### src/rtl/riscv_uop_pkg.sv
// Shared fetch-side types and constants: fetch FSM state, the canonical NOP
// encoding, and a word-alignment helper used wherever a fetch address is loaded.
package riscv_uop_pkg;

  typedef enum logic [1:0] {
    FS_BOOT  = 2'd0,
    FS_RUN   = 2'd1,
    FS_DRAIN = 2'd2
  } fetch_state_t;

  localparam logic [31:0] FETCH_NOP = 32'h0000_0013;

  function automatic logic [31:0] word_align(input logic [31:0] addr);
    return {addr[31:2], 2'b00};
  endfunction

endpackage

### src/rtl/fetch_fifo.sv
// Small power-of-two FIFO used for both the pending-PC list and the
// instruction queue. Synchronous clear drops every entry in one cycle.
module fetch_fifo
  import riscv_uop_pkg::*;
#(
  parameter int WIDTH = 32,
  parameter int DEPTH = 2
) (
  input  logic                     clk,
  input  logic                     rst,
  input  logic                     clr,
  input  logic                     push,
  input  logic [WIDTH-1:0]         din,
  input  logic                     pop,
  output logic [WIDTH-1:0]         dout,
  output logic                     full,
  output logic                     empty,
  output logic [$clog2(DEPTH):0]   count
);

  localparam int AW = $clog2(DEPTH);

  logic [WIDTH-1:0] mem [DEPTH];
  logic [AW-1:0]    wr_ptr;
  logic [AW-1:0]    rd_ptr;
  logic             do_pop;

  assign do_pop = pop && !empty;
  assign empty  = (count == '0);
  assign full   = (count == (AW+1)'(DEPTH));
  assign dout   = mem[rd_ptr];

  // Pointer and occupancy bookkeeping; clear wins over push/pop.
  always_ff @(posedge clk or posedge rst) begin
    if (rst) begin
      wr_ptr <= '0;
      rd_ptr <= '0;
      count  <= '0;
    end else if (clr) begin
      wr_ptr <= '0;
      rd_ptr <= '0;
      count  <= '0;
    end else begin
      if (push) wr_ptr <= wr_ptr + 1'b1;
      if (do_pop) rd_ptr <= rd_ptr + 1'b1;
      count <= count + (AW+1)'(push) - (AW+1)'(do_pop);
    end
  end

  // Storage array; contents are only meaningful while counted, so no reset.
  always_ff @(posedge clk) begin
    if (push && !clr) mem[wr_ptr] <= din;
  end

endmodule

### src/rtl/fetch_stage.sv
// Instruction fetch stage: issues word requests to instruction memory under a
// credit limit, tracks in-flight requests, queues returned instructions for
// decode and discards stale responses after a redirect.
// Optional feature: define FETCH_PERF_CNT_EN to add the fetched-instruction and
// decode-stall performance counters.
module fetch_stage
  import riscv_uop_pkg::*;
#(
  parameter logic [31:0] RESET_PC = 32'h0000_0000,
  parameter int          FQ_DEPTH = 2
) (
  input  logic        clk,
  input  logic        rst,
  input  logic        i_stall,
  input  logic        i_flush,
  input  logic [31:0] i_redirect_pc,
  output logic        o_imem_req,
  output logic [31:0] o_imem_addr,
  input  logic        i_imem_gnt,
  input  logic        i_imem_rvalid,
  input  logic [31:0] i_imem_rdata,
  output logic        o_if_valid,
  output logic [31:0] o_if_pc,
  output logic [31:0] o_if_instr
`ifdef FETCH_PERF_CNT_EN
  ,
  output logic [31:0] o_perf_fetched,
  output logic [31:0] o_perf_stall_cyc
`endif
);

  localparam int CW = $clog2(FQ_DEPTH) + 1;

  fetch_state_t  state;
  logic [31:0]   fetch_pc;
  logic [CW-1:0] outstanding;
  logic [CW-1:0] drop_cnt;
  logic [CW-1:0] flush_drop;
  logic [CW-1:0] fq_count;
  logic [CW-1:0] pend_count;
  logic [CW:0]   credit_used;
  logic [31:0]   pend_pc;
  logic [63:0]   fq_head;
  logic          fq_empty, fq_full, pend_empty, pend_full;
  logic          grant, rsp_seen, rsp_take, fq_pop;

  assign credit_used = {1'b0, outstanding} + {1'b0, fq_count};
  assign o_imem_req  = (state == FS_RUN) && !i_flush &&
                       (credit_used < (CW+1)'(FQ_DEPTH));
  assign o_imem_addr = fetch_pc;

  assign grant      = o_imem_req && i_imem_gnt;
  assign rsp_seen   = i_imem_rvalid && (outstanding != '0);
  assign rsp_take   = rsp_seen && (drop_cnt == '0) && !i_flush;
  assign fq_pop     = !fq_empty && !i_stall && !i_flush;
  assign flush_drop = outstanding - CW'(rsp_seen);

  assign o_if_valid = !fq_empty;
  assign o_if_pc    = o_if_valid ? fq_head[63:32] : '0;
  assign o_if_instr = o_if_valid ? fq_head[31:0]  : '0;

  fetch_fifo #(.WIDTH(32), .DEPTH(FQ_DEPTH)) u_pend_fifo (
    .clk   (clk),
    .rst   (rst),
    .clr   (i_flush),
    .push  (grant),
    .din   (fetch_pc),
    .pop   (rsp_take),
    .dout  (pend_pc),
    .full  (pend_full),
    .empty (pend_empty),
    .count (pend_count)
  );

  fetch_fifo #(.WIDTH(64), .DEPTH(FQ_DEPTH)) u_instr_queue (
    .clk   (clk),
    .rst   (rst),
    .clr   (i_flush),
    .push  (rsp_take),
    .din   ({pend_pc, i_imem_rdata}),
    .pop   (fq_pop),
    .dout  (fq_head),
    .full  (fq_full),
    .empty (fq_empty),
    .count (fq_count)
  );

  // Fetch FSM: boot delay, redirect handling, stale-response draining and PC advance.
  always_ff @(posedge clk or posedge rst) begin
    if (rst) begin
      state       <= FS_BOOT;
      fetch_pc    <= word_align(RESET_PC);
      outstanding <= '0;
      drop_cnt    <= '0;
    end else begin
      if (grant && !rsp_seen) begin
        outstanding <= outstanding + 1'b1;
      end else if (rsp_seen && !grant) begin
        outstanding <= outstanding - 1'b1;
      end
      if (i_flush) begin
        fetch_pc <= word_align(i_redirect_pc);
        drop_cnt <= flush_drop;
        state    <= (flush_drop != '0) ? FS_DRAIN : FS_RUN;
      end else begin
        case (state)
          FS_BOOT: state <= FS_RUN;
          FS_RUN: begin
            if (grant) fetch_pc <= fetch_pc + 32'd4;
          end
          FS_DRAIN: begin
            if (rsp_seen && (drop_cnt != '0)) drop_cnt <= drop_cnt - 1'b1;
            if ((drop_cnt == '0) || (rsp_seen && (drop_cnt == CW'(1)))) state <= FS_RUN;
          end
          default: state <= FS_BOOT;
        endcase
      end
    end
  end

  // The pending-PC list mirrors the non-stale in-flight requests; neither FIFO may overflow.
  a_pend_track: assert property (@(posedge clk) disable iff (rst)
    pend_count == (outstanding - drop_cnt));
  a_pend_over:  assert property (@(posedge clk) disable iff (rst) !(grant && pend_full));
  a_pend_under: assert property (@(posedge clk) disable iff (rst) !(rsp_take && pend_empty));
  a_fq_over:    assert property (@(posedge clk) disable iff (rst) !(rsp_take && fq_full));

`ifdef FETCH_PERF_CNT_EN
  // Saturating counters of instructions handed to decode and decode-stalled cycles.
  always_ff @(posedge clk or posedge rst) begin
    if (rst) begin
      o_perf_fetched   <= '0;
      o_perf_stall_cyc <= '0;
    end else begin
      if (fq_pop && (o_perf_fetched != '1)) o_perf_fetched <= o_perf_fetched + 32'd1;
      if (o_if_valid && i_stall && (o_perf_stall_cyc != '1))
        o_perf_stall_cyc <= o_perf_stall_cyc + 32'd1;
    end
  end
`endif

endmodule

### config.mk
export PLATFORM = sky130hd
export DESIGN_NAME = fetch_stage
export DESIGN_NICKNAME = d
export VERILOG_FILES = /design/src/rtl/riscv_uop_pkg.sv /design/src/rtl/fetch_fifo.sv /design/src/rtl/fetch_stage.sv
export SDC_FILE = /design/constraint.sdc
export NUM_CORES = 1
export LEC_CHECK = 0
export ABC_AREA = 0
export BUFFER_PORTS_ARGS = -buffer_cell sky130_fd_sc_hd__buf_2
export CAP_MARGIN = 20
export CORE_UTILIZATION = 45
export CTS_BUF_LIST = sky130_fd_sc_hd__clkbuf_4 sky130_fd_sc_hd__clkbuf_8
export DETAILED_ROUTE_END_ITERATION = 7
export GPL_TIMING_DRIVEN = 0
export HOLD_SLACK_MARGIN = 0.12
export PLACE_DENSITY = 0.63
export SYNTH_ARGS = -nofsm -noshare
export SYNTH_HDL_FRONTEND = slang
export SYNTH_SLANG_ARGS = --single-unit
### constraint.sdc
create_clock -name clk -period 8.8 [get_ports clk]
set_input_delay 0.88 -clock clk [delete_from_list [all_inputs] [get_ports clk]]
set_output_delay 0.88 -clock clk [all_outputs]
set_load 0.02 [all_outputs]
==> results.toml <==
[power_and_ir_drop]
vdd_drop_max_uv = 95.08
leakage_uw = 0.004382
powerDensity_nw_per_um2 = 233.5

[clock_tree]
h-tree-depth = 2
hold_buffers = 0
insertion_delay_ns = 0.53
numCtsBuffers = 37
cts_setup_buffers = 0
root_buffer = "clkbuf_8"
cts.clk_slew.worst_paths_ns = 0.06
clockBufferDepth = 3
cts_resized = 0
cts_tree = "yes"
cts.sink_count = 228

[synth]
ys.flop_type = "edfxtp_1"
synth_top_area_share_pct = 57.45
synth_seq_area_share_pct = 68.90
syn_area_per_cell_sq_um = 14.36
syn_inst = 670
postSynth.asyncResetShare_pct = 19.30
ys_top_cells_by_area = "edfxtp_1, dfrtp_1, mux2i_1"
yosysTopAreaCell = "edfxtp_1"
synth_edf_count = 184
synthDistinctLibCells = 57
ys_ff_latch = 228
yosysWarningCount = 0
syn_area_sq_um = 9618

[sta]
finalMaxSlewViolations = 0
rsz0062_at_grt = "no"
slew_headroom_pct = 33.84
setup_viol = 0
period_share_pct = 39.52
tightest_slew_ns = 0.9869
min_period_ns = 3.478
hold_viol_final = 0
fmax_ghz = 0.2875
fin_worst_skew_ns = 0.02413

[placed_design]
dpl_cell_area_sq_um = 10880
portBuffers = 161
place.gp.congestion = 0.8320
dp_cells = 1117
place_hpwl_mm = 14.48

[critical_path]
worstPathArrival_ns = 2.60
critPathRequiredTime_ns = 7.92
regToRegSetupSlack_ns = 5.68
path_max_fanout = 10
critical_path.startpoint = "u_instr_queue.rd_ptr$_DFFE_PP0P_"
cp-end-kind = "output pin"
reg2reg_from = "outstanding[0]$_DFFE_PP0P_"
critPathLaunchType = "flip-flop"
path_class = "flip-flop to output pin"

[grt]
grt_use_met1_pct = 24.87
grt_max_degree = 63
track_usage_pct = 19.02
grt_pass1_wl_mm = 32.41
grt_pass1_vias = 6160
gr-total-overflow = 0
antenna_found_initial = 0
top_usage_layer = "met2"
met2_usage_pct = 31.76
use_met3_pct = 3.804

[route]
viasPerCell = 5.290
drtIter0Drc = 369
vias = 6263
avgRoutedWirePerCell_um = 17.61
wirelength_mm = 20.85
drt_pass1_iterations = 5
drc = 0
detail-route-antenna-nets = 0

[final_layout]
final_net_count = 961
fillers = 1792
final_cells = 1184
drive_gt1_share_pct = 31.68
fin_util_pct = 55.47
area_delta_synth_final_pct = 20.85
final_area_sq_um = 11620
mostFrequentLayoutCells = "edfxtp_1, buf_2, nor2_1"
antennaDiodeCount = 0
mostFrequentLayoutCell = "edfxtp_1"

[status]
status = "finished clean"

[worst_hold_path]
hold_class = "input pin to async pin"

[die]
io_pins = 168
rows = 53
fp.dieW_um = 148.2
fp.dieArea_sq_um = 21960
die_h_um = 148.2
core_sq_um = 20960
start_util_pct = 45.90

[run]
cap_viol_max_count = 0
-- final timing paths --
kind | endpoint | depth (start not counted)
max | o_if_pc[22] | 5
min | o_imem_addr[27]$_DFFE_PP0P_ | 2
max reg2reg | u_pend_fifo.mem[0][21]$_DFFE_PP_ | 7
min reg2reg | u_pend_fifo.mem[0][10]$_DFFE_PP_ | 0
max in group asynchronous | u_pend_fifo.rd_ptr$_DFFE_PP0P_ | 3
min in group clk | u_pend_fifo.mem[0][10]$_DFFE_PP_ | 0
-- flip-flops by register name, summed over array words and instances (netlist names) --
signal and flops:
drop_cnt 2, u_pend_fifo.wr_ptr 1, u_pend_fifo.rd_ptr 1, u_pend_fifo.count 2, outstanding 2, state 2
u_instr_queue.count 2, o_imem_addr 30, u_instr_queue.wr_ptr 1, u_instr_queue.mem 124, u_pend_fifo.mem 60, u_instr_queue.rd_ptr 1
-- worst max-delay path: stages, from the launching register on --
cell,delay [ns]
dfrtp_1,0.32
clkbuf_1,0.54
buf_1,0.66
mux2i_1,0.32
nor2_1,0.07
buf_2,0.18
-- report_power, final --
part / switching [uW] / internal [uW]
registers: 60.4 / 1250
logic: 324 / 189
clock network: 393 / 494
-- cells in the mapped netlist (all sizes together) (8+ instances only) --
master	n
nand2	19
inv	15
nand4	17
nand3	13
mux2i	64
clkbuf	16
ha	9
a31oi	10
edfxtp	184
nor2	90
o21ai	14
buf	22
dfrtp	44
o31ai	9
xor2	8
mux2	31
a21oi	11
or4	12
-- layout make-up --
class	count	area [sq um]	share of cell area (%)
tap	275	344.1	2.960
clock inverter	13	65.06	0.5597
clock buffer	54	674.4	5.802
buffer	38	167.7	1.442
multi-input combinational	392	2793	24.03
inverter	15	56.30	0.4844
timing repair buffer	169	897.1	7.718
sequential	228	6626	57.01
-- routing by layer --
layer  share of wire (%)  wire length, um
met1                  42             8841
met2                  49            10140
met3                 6.8             1414
met4                 2.2              451
met5                   0                0
-- per-stage QoR --
step	power [uW]	TNS, ns	setup WS, ns	hold WS, ns
2_1_floorplan	1672	0	2.333	0.4984
3_3_place_gp	1833	-25.30	-0.4162	0.5189
3_5_place_dp	1853	0	5.042	0.5149
4_1_cts	2744	0	5.213	0.3516
5_1_grt	2844	0	5.156	0.3823
6_report	2714	0	5.322	0.3611
-- kinds of logic after synthesis --
logic type / count (synthesis) / share of synthesized area [%]
AOI/OAI and AO/OA: 71 / 5.061
DFF: 228 / 68.90
other: 1 / 0.03899
and+or+nand+nor: 197 / 10.64
buffers and inverters: 53 / 2.329
adders and majority gates: 10 / 1.379
muxes: 95 / 10.29
xor gates and xnor gates: 15 / 1.366
(Power assumes the default switching activity.)
